$ cat src/rtl/wb_bus_arbiter.sv
// rtl/wb_bus_arbiter.sv - two-master round-robin Wishbone arbiter with stall watchdog
//
// Purpose:
//   Shares one Wishbone slave port between the data-side master (m0) and the
//   instruction-side master (m1). Ownership is granted from IDLE, held for the
//   whole bus cycle (while cyc stays high), and always returns through IDLE, so
//   there is one dead cycle between owners. A watchdog forces an error to the
//   owner when its strobe waits TIMEOUT cycles without an ack.
//
// Ports:
//   clk, rst                  clock, asynchronous active-low reset
//   mN_addr_i/data_i/we_i/
//   sel_i/stb_i/cyc_i         master N request (N = 0 data side, 1 instruction side)
//   mN_data_o/ack_o/err_o     master N response (zero unless N owns the bus)
//   s_addr_o/data_o/we_o/
//   sel_o/stb_o/cyc_o         slave request, muxed from the owner (zero in IDLE)
//   s_data_i/ack_i            slave response
//   grant_o                   one-hot owner: 01 = m0, 10 = m1, 00 = idle
module wb_bus_arbiter #(
   parameter int AW      = 32,
   parameter int DW      = 32,
   parameter int TIMEOUT = 255
) (
   input  logic          clk,
   input  logic          rst,
   input  logic [AW-1:0] m0_addr_i,
   input  logic [DW-1:0] m0_data_i,
   output logic [DW-1:0] m0_data_o,
   input  logic          m0_we_i,
   input  logic [3:0]    m0_sel_i,
   input  logic          m0_stb_i,
   input  logic          m0_cyc_i,
   output logic          m0_ack_o,
   output logic          m0_err_o,
   input  logic [AW-1:0] m1_addr_i,
   input  logic [DW-1:0] m1_data_i,
   output logic [DW-1:0] m1_data_o,
   input  logic          m1_we_i,
   input  logic [3:0]    m1_sel_i,
   input  logic          m1_stb_i,
   input  logic          m1_cyc_i,
   output logic          m1_ack_o,
   output logic          m1_err_o,
   output logic [AW-1:0] s_addr_o,
   output logic [DW-1:0] s_data_o,
   input  logic [DW-1:0] s_data_i,
   output logic          s_we_o,
   output logic [3:0]    s_sel_o,
   output logic          s_stb_o,
   output logic          s_cyc_o,
   input  logic          s_ack_i,
   output logic [1:0]    grant_o
);

   localparam int            CW      = $clog2(TIMEOUT + 1);
   localparam logic [CW-1:0] TO_LAST = CW'(TIMEOUT - 1);

   typedef enum logic [1:0] {
      IDLE     = 2'd0,
      GRANT_M0 = 2'd1,
      GRANT_M1 = 2'd2
   } state_t;

   state_t        state, state_nxt;
   logic          last_grant;   // 0 = m0 owned last, 1 = m1 owned last
   logic [CW-1:0] to_cnt;
   logic          own_m0, own_m1;
   logic          cur_cyc, cur_stb;
   logic          timeout_hit;

   always_comb begin
      own_m0      = (state == GRANT_M0);
      own_m1      = (state == GRANT_M1);
      cur_cyc     = (own_m0 & m0_cyc_i) | (own_m1 & m1_cyc_i);
      cur_stb     = (own_m0 & m0_stb_i) | (own_m1 & m1_stb_i);
      // An ack in the same cycle wins over the watchdog.
      timeout_hit = cur_stb & ~s_ack_i & (to_cnt == TO_LAST);
   end

   // State register, round-robin memory and watchdog counter.
   always_ff @(posedge clk or negedge rst) begin
      if (!rst) begin
         state      <= IDLE;
         last_grant <= 1'b1;
         to_cnt     <= '0;
      end else begin
         state <= state_nxt;
         if (state == IDLE && state_nxt == GRANT_M0)
            last_grant <= 1'b0;
         else if (state == IDLE && state_nxt == GRANT_M1)
            last_grant <= 1'b1;
         if (state == IDLE || s_ack_i || timeout_hit)
            to_cnt <= '0;
         else if (cur_stb)
            to_cnt <= to_cnt + CW'(1);
      end
   end

   // Next-state logic: a new owner is only chosen from IDLE.
   always_comb begin
      state_nxt = state;
      case (state)
         IDLE: begin
            if (m0_cyc_i && m1_cyc_i)
               state_nxt = last_grant ? GRANT_M0 : GRANT_M1;
            else if (m0_cyc_i)
               state_nxt = GRANT_M0;
            else if (m1_cyc_i)
               state_nxt = GRANT_M1;
         end
         GRANT_M0, GRANT_M1: begin
            if (!cur_cyc || timeout_hit)
               state_nxt = IDLE;
         end
         default: state_nxt = IDLE;
      endcase
   end

   // Output mux: everything not belonging to the owner is held at zero.
   always_comb begin
      grant_o   = {own_m1, own_m0};
      s_addr_o  = own_m0 ? m0_addr_i : (own_m1 ? m1_addr_i : '0);
      s_data_o  = own_m0 ? m0_data_i : (own_m1 ? m1_data_i : '0);
      s_sel_o   = own_m0 ? m0_sel_i  : (own_m1 ? m1_sel_i  : 4'b0000);
      s_we_o    = (own_m0 & m0_we_i) | (own_m1 & m1_we_i);
      s_cyc_o   = cur_cyc & ~timeout_hit;
      s_stb_o   = cur_stb & ~timeout_hit;
      m0_data_o = own_m0 ? s_data_i : '0;
      m1_data_o = own_m1 ? s_data_i : '0;
      m0_ack_o  = own_m0 & m0_stb_i & s_ack_i;
      m1_ack_o  = own_m1 & m1_stb_i & s_ack_i;
      m0_err_o  = own_m0 & timeout_hit;
      m1_err_o  = own_m1 & timeout_hit;
   end

endmodule
$ cat config.mk
export PLATFORM = sky130hd
export DESIGN_NAME = wb_bus_arbiter
export DESIGN_NICKNAME = d
export VERILOG_FILES = /design/src/rtl/wb_bus_arbiter.sv
export SDC_FILE = /design/constraint.sdc
export NUM_CORES = 1
export LEC_CHECK = 0
export ABC_AREA = 1
export BUFFER_PORTS_ARGS = -buffer_cell sky130_fd_sc_hd__buf_2
export CAP_MARGIN = 10
export CORE_AREA = 5 5 120 122
export DETAILED_ROUTE_END_ITERATION = 8
export DIE_AREA = 0 0 125 127
export MAX_ROUTING_LAYER = met4
export SYNTH_ARGS = -nofsm -noshare
export SYNTH_HDL_FRONTEND = slang
export SYNTH_SLANG_ARGS = --single-unit
$ cat constraint.sdc
create_clock -name clk -period 4.5 [get_ports clk]
set_input_delay 0.45 -clock clk [delete_from_list [all_inputs] [get_ports clk]]
set_output_delay 0.45 -clock clk [all_outputs]
set_load 0.02 [all_outputs]
# [After elaboration in Yosys (flattened, before gate mapping)]
# Index checks and enable logic that the tools add are counted.
[word_totals] register_bits=11 in_bits=177 output_inout_bits=141 word_cells=57
[op_classes] add_sub_neg=1 n_eq_ne=5 n_mux=18 bitwise_logic=19 n_reduce_logical=11
[op_table] cell="$mux W32" n=6
[op_table] cell="$mux W8" n=2
[op_table] cell="$and A1 B1 Y1" n=14
[op_table] cell="$mux W2" n=5
[op_table] cell="$add A8 B1 Y8 const B" n=1
[op_table] cell="$eq A8 B8 Y1 const B" n=1
[op_table] cell="$mux W4" n=2
[op_table] cell="$eq A2 B1 Y1 const B" n=2
[op_table] cell="$eq A2 B2 Y1 const B" n=2
[op_table] cell="$pmux W2 S2" n=1
[op_table] cell="$reduce_bool A2 Y1" n=2
[op_table] cell="$logic_and A1 B1 Y1" n=3
[op_table] cell="$logic_or A1 B1 Y1" n=3
[op_table] cell="$or A1 B1 Y1" n=3
[op_table] cell="$logic_not A2 Y1" n=1
[op_table] cell="$mux W1" n=2
[op_table] cell="$not A1 Y1" n=2
[op_table] cell="$reduce_or A2 Y1" n=1
[op_table] cell="$logic_not A1 Y1" n=1

# [Logic depth before layout (Yosys ltp)]
# Gate-level depths: netlist (run 1).
[depth] ltp_word=12 mapped_depth=11 mapped_depth_nobuf=11

# [Least setup slack after synthesis (run 1)]
# OpenSTA, ideal clock, no wires.
[synth_timing] kind="register -> output" startpoint="reg state[1]" endpoint="out s_data_o[15]" arrival_time_ps=1475 required_time_ps=4050 slack_ps=2575 stages_incl_launch_ff=8 path_buffers=2 path_cell_list="dfrtp_1 inv_1 ha_1 clkinv_1 buf_2 buf_1 nand3_1 nand2_1"
[synth_lines] item="start, declared" line="64" text="state_t state, state_nxt;"
[synth_lines] item="start signal, assigned" line="87" text="state <= state_nxt;"
[synth_lines] item="$eq A2 B1 Y1" line="72" text="own_m0 = (state == GRANT_M0);"
[synth_lines] item="named net own_m0" line="67" text="logic own_m0, own_m1;"
[synth_lines] item="$mux W32" line="123" text="s_data_o = own_m0 ? m0_data_i : (own_m1 ? m1_data_i : '0);"
[synth_lines] item="end, declared" line="45" text="output logic [DW-1:0] s_data_o,"
# The timed path passes the listed nets, and every way through them passes these cells.

# [Worst setup path after layout (run 1)]
[layout_timing] startpoint="reg state[1]" endpoint="out s_stb_o"
[layout_between] elab_chain_cells=7
[layout_lines] item="$eq A2 B1 Y1 / $eq A2 B2 Y1 (equally long branches)" line="72, 73"
[layout_lines] item="$and A1 B1 Y1" line="75" text="cur_stb = (own_m0 & m0_stb_i) | (own_m1 & m1_stb_i);"
[layout_lines] item="$or A1 B1 Y1 (*)" line="75"
[layout_lines] item="$and A1 B1 Y1 (2 in a row)" line="77" text="timeout_hit = cur_stb & ~s_ack_i & (to_cnt == TO_LAST);"
[layout_lines] item="$not A1 Y1" line="127" text="s_stb_o = cur_stb & ~timeout_hit;"
[layout_lines] item="$and A1 B1 Y1 (*)" line="127"
[layout_lines] item="end, declared" line="49" text="output logic s_stb_o,"
# Every way passes the cells marked *; elsewhere a longest branch is shown, timed or not.

==> run_results.csv, run 1 <==
group,metric,value,unit
clock_tree,clk_latency,0.24,ns
drt,dr.first_iter.drc_count,192,
die,io-pin-count,318,
yosys,synth_top_area_share,37.0,%
yosys,synth_ff_type,"dfrtp_1",
sta,fmax,317,MHz
power_and_ir_drop,power_density,528,mW/mm2
worst_hold_path,min_path_type,"input port to asynchronous set/reset pin",
flow_run,drv_cap,0,
sta,min_period,3.16,ns
finish,final_cell_area,0.00407,mm2
die,dieArea,0.0159,mm2
clock_tree,clk_path_buf_depth,2,
finish,num-nets-final,948,
die,row_count,42,
clock_tree,post_cts_resized,0,
placement,dp_hpwl,10.4,mm
sta,fin_setup_tns,0,ns
critical_path,arrival,2.71,ns
yosys,yosysSeqAreaShare,12.2,%
yosys,syn-num-nets,655,
clock_tree,holdBufCountCts,0,
drt,num_vias,3835,
placement,gp_congestion,0.908,
drt,ant_nets,0,
power_and_ir_drop,power.leakage,3.10,nW
placement,portBuffers,317,
sta,slew_viol_final,0,
clock_tree,clk_pin_slew,0.04,ns
yosys,ys_warn_count,0,
global_routing,grt_pass1_vias,3626,
sta,hold_viol,0,
drt,routed_wl,12.8,mm
status,status,"complete, no violations",
finish,final_util,31.1,%
sta,fin_skew,0.000542,ns
clock_tree,cts_buffers,3,
yosys,syn_area,0.00227,mm2
sta,rsz0062_at_grt,"no",
drt,drc,0,
power_and_ir_drop,finalPower,2.15,mW
sta,period_share,70.2,%
placement,placed_area,0.00398,mm2
critical_path,crit_path_end_kind,"output pin",
critical_path,worstPathRequired,4.05,ns
drt,drt_pass1_iterations,4,
global_routing,gr-usage-all-layers,14.5,%
yosys,avgSynthCellArea,4.81,um2
critical_path,worst-path-max-fanout,54,
sta,relSlewSlack,20.7,%
yosys,ys_ff_latch,11,
die,die_h,127,um
die,initial_core_util,17.4,%
die,fp.coreArea,0.0131,mm2
yosys,async_reset_ff_share,100,%
finish,syn2layout_area_growth,79.2,%
clock_tree,root_buffer,"clkbuf_16",
yosys,synth_area_leader_cell,"nand2_1",
critical_path,criticalPathCategory,"flop to output pin",
global_routing,grt_antenna_before_repair,0,
die,die_w,125,um
yosys,synth_cells,472,
power_and_ir_drop,vdd_drop_max,267,uV
yosys,synth_edf_count,0,
global_routing,grt_pass1_wl,18.6,mm
critical_path,cp-start-kind,"flop",
critical_path,reg2reg_depth,10,
clock_tree,cts_tree,"done",
yosys,post-synth-top-count-cell,"nand2_1",
drt,routed_via_density,4.07,
clock_tree,h-tree-depth,1,
clock_tree,clock-sinks,11,
finish,drive_above_1_share,44.0,%
yosys,ys_types,25,
sta,setup_viol,0,
yosys,ys_top_cells_by_count,"nand2_1, inv_1, nand3_1",
drt,wl_per_cell,13.6,um
clock_tree,post_cts_buffers,0,
global_routing,grt_max_degree,70,
sta,worst_slew_pin_slew,1.19,ns
yosys,synth.area.top_cells,"nand2_1, nand3_1, inv_1",
global_routing,grt_overflow,0,
[logic make-up (layout without fill, tap and decap cells)]
| family | after synthesis | count (layout) | synth area share, % |
|---|---|---|---|
| DFF | 11 | 11 | 12.2 |
| buffers and inverters | 114 | 406 | 19.6 |
| xor gates and xnor gates | 2 | 2 | 0.771 |
| other | 0 | 2 | 0 |
| adders and majority gates | 6 | 6 | 3.31 |
| AOI/OAI and AO/OA | 12 | 12 | 3.03 |
| and+or+nand+nor | 327 | 327 | 61.1 |
[registers in the layout, summed over array words and instances, names as in the netlist]
name        cells
last_grant      1
state           2
to_cnt          8
[metal layers]
metal / vias to the layer above / global-route usage (%) / routed length [um]
met4: 0 / 1.79 / 65
met5: - / - / 0
met3: 6 / 2.21 / 938
met1: 1646 / 17.2 / 5260
met2: 191 / 26.9 / 6510
li1: 1992 / - / -
[layout make-up]
cell class,count,area [um2]
repair buffers,319,1600
fillers,1517,9020
multi-input cells,347,1570
clock buffers,3,75.1
diodes,2,5.00
inverters,83,312
clock inverters,1,5.00
flip-flops and latches,11,277
well taps,176,220
[worst paths after layout]
kind,from,end,slack (ns)
hold / removal,rst,to_cnt[2],0.08
setup / recovery,state[1],s_stb_o,1.34
setup reg to reg,state[1],to_cnt[0],1.75
min in group clk,last_grant,last_grant,0.48
hold reg to reg,last_grant,last_grant,0.48
max in group asynchronous,rst,last_grant,4.16
[per-stage QoR]
step	setup WS, ns	cells	hold WS [ns]
final	1.34	942	0.0762
after global routing	1.12	940	0.0866
after CTS	1.29	940	0.0863
after detailed placement	1.55	936	0.338
after global placement	1.57	936	0.339
after floorplan	2.58	472	0.154
[worst max-delay path, cell delays in order (launching register included)]
cell and delay [ns]:
dfrtp_1 0.43, inv_1 0.15, ha_4 0.54, buf_4 0.57
nand2_1 0.16, nand2_2 0.15, nand3_4 0.15, inv_1 0.10
nor2_1 0.04, buf_2 0.15
[power breakdown]
| group | leakage (nW) | switching, mW | internal [mW] |
|---|---|---|---|
| Combinational | 2.91 | 1.30 | 0.548 |
| Clock | 0.0409 | 0.0455 | 0.118 |
| Sequential | 0.148 | 0.0184 | 0.117 |
[cell usage in the layout, fill, tap and decap left out, drive strengths merged]
cell / count
dfstp: 1
o21ai: 4
nand3: 81
a21oi: 5
nand4: 1
nor2: 16
a22o: 1
inv: 83
o31ai: 2
clkbuf: 3
dfrtp: 10
clkinv: 1
nand3b: 2
diode: 2
xor2: 2
nand2: 227
ha: 6
buf: 319
Power figures use the tool's default switching activity.
==> run 2: changes to the inputs <==
CORE_AREA = 5 5 122 124   (was 5 5 120 122)
DIE_AREA = 0 0 127 129   (was 0 0 125 127)
clock period = 3 ns   (was 4.5 ns; I/O delays follow)
==> run 2 against run 1 <==
Setup slack lost 0.88 ns. Sequential cell count is the same. Worst hold slack gained 0.36 ns. Register-to-register slack lost 0.85 ns. Die area grew 3.2%. First-iteration DRC count shrank 18%. Largest cell class unchanged.
==> run_results.csv, run 2 (same netlist as run 1, synthesis figures left out) <==
group,metric,value,unit
placement,dp.cells,945,
placement,gp_congestion,0.849,
global_routing,met1_usage,16.9,%
sta,worst_slew_pin_slew,0.492,ns
clock_tree,clock-sinks,11,
sta,hold_viol,0,
worst_hold_path,worstHoldStart,"m1_cyc_i",
drt,dr.first_iter.drc_count,158,
critical_path,crit_path_end_kind,"output pin",
die,fp.coreArea,0.0137,mm2
drt,drc,0,
power_and_ir_drop,power.leakage,3.12,nW
sta,relSlewSlack,67.2,%
die,initial_core_util,16.6,%
finish,drive_above_1_share,44.2,%
finish,num-nets-final,954,
sta,slew_viol_final,0,
global_routing,grt_pass1_wl,18.2,mm
power_and_ir_drop,vdd_drop_max,413,uV
global_routing,grtUsageMet3,2.95,%
finish,regMostFlops,"to_cnt",
critical_path,worst-path-max-fanout,51,
sta,min_period,2.53,ns
flow_run,drv_cap,0,
clock_tree,cts_buffers,3,
finish,final_cells,953,
critical_path,arrival,2.23,ns
finish,final_common_cell,"buf_2",
global_routing,grt_pass1_vias,3498,
sta,period_share,84.5,%
finish,final_util,30.2,%
power_and_ir_drop,seqPwrFrac,6.3,%
drt,drt_pass1_iterations,4,
sta,rsz0062_at_grt,"no",
clock_tree,cts_tree,"done",
worst_hold_path,min_to,"state[0]",
clock_tree,clk_latency,0.24,ns
critical_path,worstPathRequired,2.70,ns
clock_tree,h-tree-depth,1,
critical_path,rr_endpoint,"last_grant",
placement,dp_hpwl,10.5,mm
power_and_ir_drop,finalPower,3.23,mW
critical_path,r2r_start,"state[1]",
global_routing,grt_antenna_before_repair,3,
die,die_w,127,um
drt,routed_wl,12.5,mm
drt,wl_per_cell,13.2,um
power_and_ir_drop,p_switching,2.02,mW
power_and_ir_drop,comb_power_share,86.0,%
clock_tree,clk_pin_slew,0.04,ns
finish,syn2layout_area_growth,81.5,%
global_routing,grt_max_degree,52,
global_routing,use_met2,24.1,%
critical_path,cp-start-kind,"flop",
placement,portBuffers,317,
power_and_ir_drop,power.share.clock,7.6,%
power_and_ir_drop,switching_share,62.7,%
drt,ant_nets,0,
finish,register_area,277,um2
die,die_h,129,um
sta,fin_skew,0.000813,ns
sta,fin_setup_tns,0,ns
global_routing,busiest_layer,"met2",
worst_hold_path,min_path_type,"input port to flop",
worst_hold_path,hold_depth,4,
clock_tree,clk_path_buf_depth,2,
die,io-pin-count,318,
finish,multiInputGateArea,0.00157,mm2
die,dieArea,0.0164,mm2
sta,setup_viol,0,
global_routing,grt_overflow,0,
clock_tree,root_buffer,"clkbuf_16",
finish,fillerInstances,1556,
critical_path,r2r_slack,0.90,ns
power_and_ir_drop,power_density,783,mW/mm2
finish,final_cell_mix,"buf_2, nand2_1, inv_1",
sta,fmax,395,MHz
finish,largest_register_ffs,8,
power_and_ir_drop,p_int,1.21,mW
global_routing,gr-usage-all-layers,14.0,%
critical_path,reg2reg_depth,11,
die,row_count,43,
drt,routed_via_density,4.02,
finish,reg_top3,"to_cnt: 8 flops, state: 2 flops, last_grant: 1 flops",
status,status,"complete, no violations",
critical_path,criticalPathCategory,"flop to output pin",
drt,num_vias,3834,
clock_tree,post_cts_resized,0,
[run 2: cell count changes in the layout (fill, tap and decap cells not counted), sizes merged]
cell,delta
diode,+1
clkinv,-1
buf,+5
clkbuf,+1
dlygate4sd3,+1
[run 2: what timing repair did]
action                                 4_1_cts  5_1_grt
buffers inserted                             0        0
hold buffers                                 1        0
endpoints found under the hold margin       10        0
[run 2: area by class of cell]
type | instances | area share [%]
repair buffers | 325 | 40.0
multi-input cells | 347 | 38.2
inverters | 83 | 7.56
flip-flops and latches | 11 | 6.71
well taps | 180 | 5.46
clock buffers | 4 | 1.91
diodes | 3 | 0.182
[run 2: worst max path at each step]
stage                              end  depth (start not counted)  slack, ns  startpoint
after global placement         s_cyc_o                          8       0.71    state[1]
after CTS                      s_cyc_o                          8       0.44    state[1]
after global routing           s_cyc_o                          8       0.26    state[1]
after detailed placement       s_cyc_o                          8       0.70    state[1]
final                          s_cyc_o                          8       0.47    state[1]
after floorplan           s_data_o[15]                          7       1.23    state[1]
[run 2: metal layers]
layer,vias up,part of all wire [%]
met2,198,49
met1,1617,40
li1,2008,-
met4,0,1.3
met5,-,0
met3,11,9.4
[run 2: power by group through the flow]
stage	clock network [mW]	registers, mW	logic [mW]
detailed placement	0	0.206	2.82
global route	0.261	0.210	3.05
CTS	0.251	0.204	2.83
global placement	0	0.205	2.82
finish	0.247	0.205	2.78
floorplan	0	0.195	1.83
[run 2: through the flow]
step | worst slack (ns) | area [um2] | hold slack, ns
final | 0.466 | 4120 | 0.440
after global routing | 0.257 | 4120 | 0.466
after CTS | 0.441 | 4120 | 0.431
after detailed placement | 0.703 | 4030 | 0.193
after global placement | 0.708 | 4030 | 0.189
after floorplan | 1.23 | 2270 | 0.00441
[run 2: critical path, stage by stage (launching register included)]
cell,delay (ns)
dfrtp_1,0.43
inv_1,0.16
ha_4,0.28
buf_4,0.46
nand2_1,0.09
o21ai_0,0.14
inv_1,0.08
nor2_1,0.13
buf_2,0.18
==> run 3: changes to the inputs <==
clock period = 2.4 ns   (was 3 ns; I/O delays follow)
==> run 3 against run 2 <==
Count of clock-buffer cells in the layout did not move. Final area barely moved. Global-route usage barely moved. Critical endpoint is now s_data_o[5]. Utilization barely moved. Sequential power rose by 24%. Clock power rose by 25%. Combinational power rose by 25%. Worst hold slack got worse by 0.055 ns. Sequential share of layout area barely moved. Highest routed layer unchanged. Setup slack got worse by 0.17 ns. Clock skew rose by 0.0013 ns. Routed wire length rose by 0.46%.
==> run_results.csv, run 3 (same netlist as run 1, synthesis figures left out) <==
group,metric,value,unit
status,status,"complete, no violations",
drt,routed_wl,12.6,mm
sta,rsz0062_at_grt,"no",
critical_path,critical-path-top-delay-family,"buffers and inverters",
drt,dr.first_iter.drc_count,248,
critical_path,cp_slowest_stage_delay,0.46,ns
global_routing,grt_antenna_before_repair,0,
clock_tree,clock-sinks,11,
critical_path,path_depth,6,
critical_path,criticalPathCategory,"flop to output pin",
power_and_ir_drop,power_density,979,mW/mm2
placement,dp.cells,943,
drt,wl_per_cell,13.3,um
power_and_ir_drop,power.leakage,3.12,nW
clock_tree,clk_path_buf_depth,2,
sta,fmax,475,MHz
critical_path,cp-start-kind,"flop",
die,dieArea,0.0164,mm2
finish,final_util,30.2,%
sta,relSlewSlack,63.0,%
sta,fin_setup_tns,0,ns
critical_path,arrival,1.87,ns
finish,diodes,0,
critical_path,reg2reg_depth,9,
worst_hold_path,hold_depth,4,
die,io-pin-count,318,
critical_path,worstPathRequired,2.16,ns
clock_tree,post_cts_buffers,0,
placement,portBuffers,317,
die,fp.coreArea,0.0137,mm2
die,row_count,43,
clock_tree,h-tree-depth,1,
finish,register_area,277,um2
placement,placed_area,0.00404,mm2
clock_tree,clk_latency,0.24,ns
global_routing,grt_pass1_vias,3503,
drt,routed_via_density,4.06,
finish,final_cell_area,0.00413,mm2
finish,final_cells,948,
finish,largest_register_ffs,8,
clock_tree,post_cts_resized,0,
sta,setup_viol,0,
critical_path,crit_buf_inv,3,
power_and_ir_drop,vdd_drop_max,553,uV
sta,hold_viol,0,
sta,slew_viol_final,0,
die,die_h,129,um
finish,fillerInstances,1569,
sta,fin_skew,0.00206,ns
worst_hold_path,min_path_type,"input port to flop",
sta,period_share,87.7,%
sta,timing.hold.ws,0.385,ns
finish,final_cell_mix,"buf_2, nand2_1, inv_1",
finish,final_common_cell,"buf_2",
finish,multiInputGateArea,0.00157,mm2
sta,worst_slew_pin_slew,0.555,ns
die,die_w,127,um
global_routing,gr-usage-all-layers,14.0,%
clock_tree,root_buffer,"clkbuf_16",
flow_run,drv_cap,0,
critical_path,crit_path_top_delay_cell,"buf_4",
global_routing,grt_overflow,0,
finish,drive_above_1_share,44.0,%
finish,reg_top3,"to_cnt: 8 flops, state: 2 flops, last_grant: 1 flops",
clock_tree,clk_pin_slew,0.04,ns
drt,drt_pass1_iterations,4,
drt,num_vias,3849,
critical_path,crit_path_end_kind,"output pin",
placement,gp_congestion,0.852,
critical_path,worst-path-max-fanout,55,
die,initial_core_util,16.6,%
global_routing,grt_max_degree,70,
clock_tree,cts_tree,"done",
finish,regMostFlops,"to_cnt",
global_routing,grt_pass1_wl,18.3,mm
placement,dp_hpwl,10.4,mm
sta,min_period,2.11,ns
drt,ant_nets,0,
critical_path,path_cells,"inv_1 > ha_4 > buf_4 > nand2_1 > nand2_1 > buf_2",
finish,syn2layout_area_growth,81.7,%
drt,drc,0,
critical_path,cp_common_cell,"nand2_1",
clock_tree,holdBufCountCts,1,
clock_tree,cts_buffers,3,
finish,num-nets-final,952,
## run 3: metal layers
metal | GRT usage, % | vias to the layer above | wire (um)
met1 | 18.7 | 1632 | 5360
li1 | - | 2002 | -
met5 | - | - | 0
met2 | 23.7 | 206 | 6190
met4 | 2.02 | 0 | 102
met3 | 1.20 | 9 | 947
## run 3: path summary, 6_finish.rpt
kind	startpoint	to	slack, ns
max in group asynchronous	rst	last_grant	1.72
min in group asynchronous	rst	to_cnt[4]	0.42
setup reg to reg	state[0]	to_cnt[1]	0.64
setup / recovery	state[1]	s_data_o[5]	0.29
hold / removal	m1_cyc_i	state[0]	0.38
hold reg to reg	last_grant	last_grant	0.48
## run 3: worst min-delay path, stage by stage
cell and delay, ns:
buf_2 0.10, a21oi_1 0.06, o21ai_0 0.09, a21oi_1 0.08
## run 3: through the flow
stage	power, mW	setup WS, ns
global placement	3.78	0.555
detailed placement	3.77	0.556
finish	4.04	0.295
global route	4.39	0.143
floorplan	2.54	0.685
CTS	4.10	0.285
## run 3: layout make-up
| cell class | count | area share, % |
|---|---|---|
| Timing Repair Buffer | 323 | 40.2 |
| Multi-Input combinational cell | 347 | 38.2 |
| Inverter | 83 | 7.55 |
| Sequential cell | 11 | 6.70 |
| Tap cell | 180 | 5.46 |
| Clock buffer | 4 | 1.91 |
## run 3: power by group
group          switching [mW]  leakage [nW]  total (mW)  internal (mW)
sequential             0.0343         0.148       0.254          0.220
clock                  0.0857        0.0382       0.309          0.223
combinational            2.40          2.94        3.47           1.07
total                    2.52          3.12        4.04           1.52
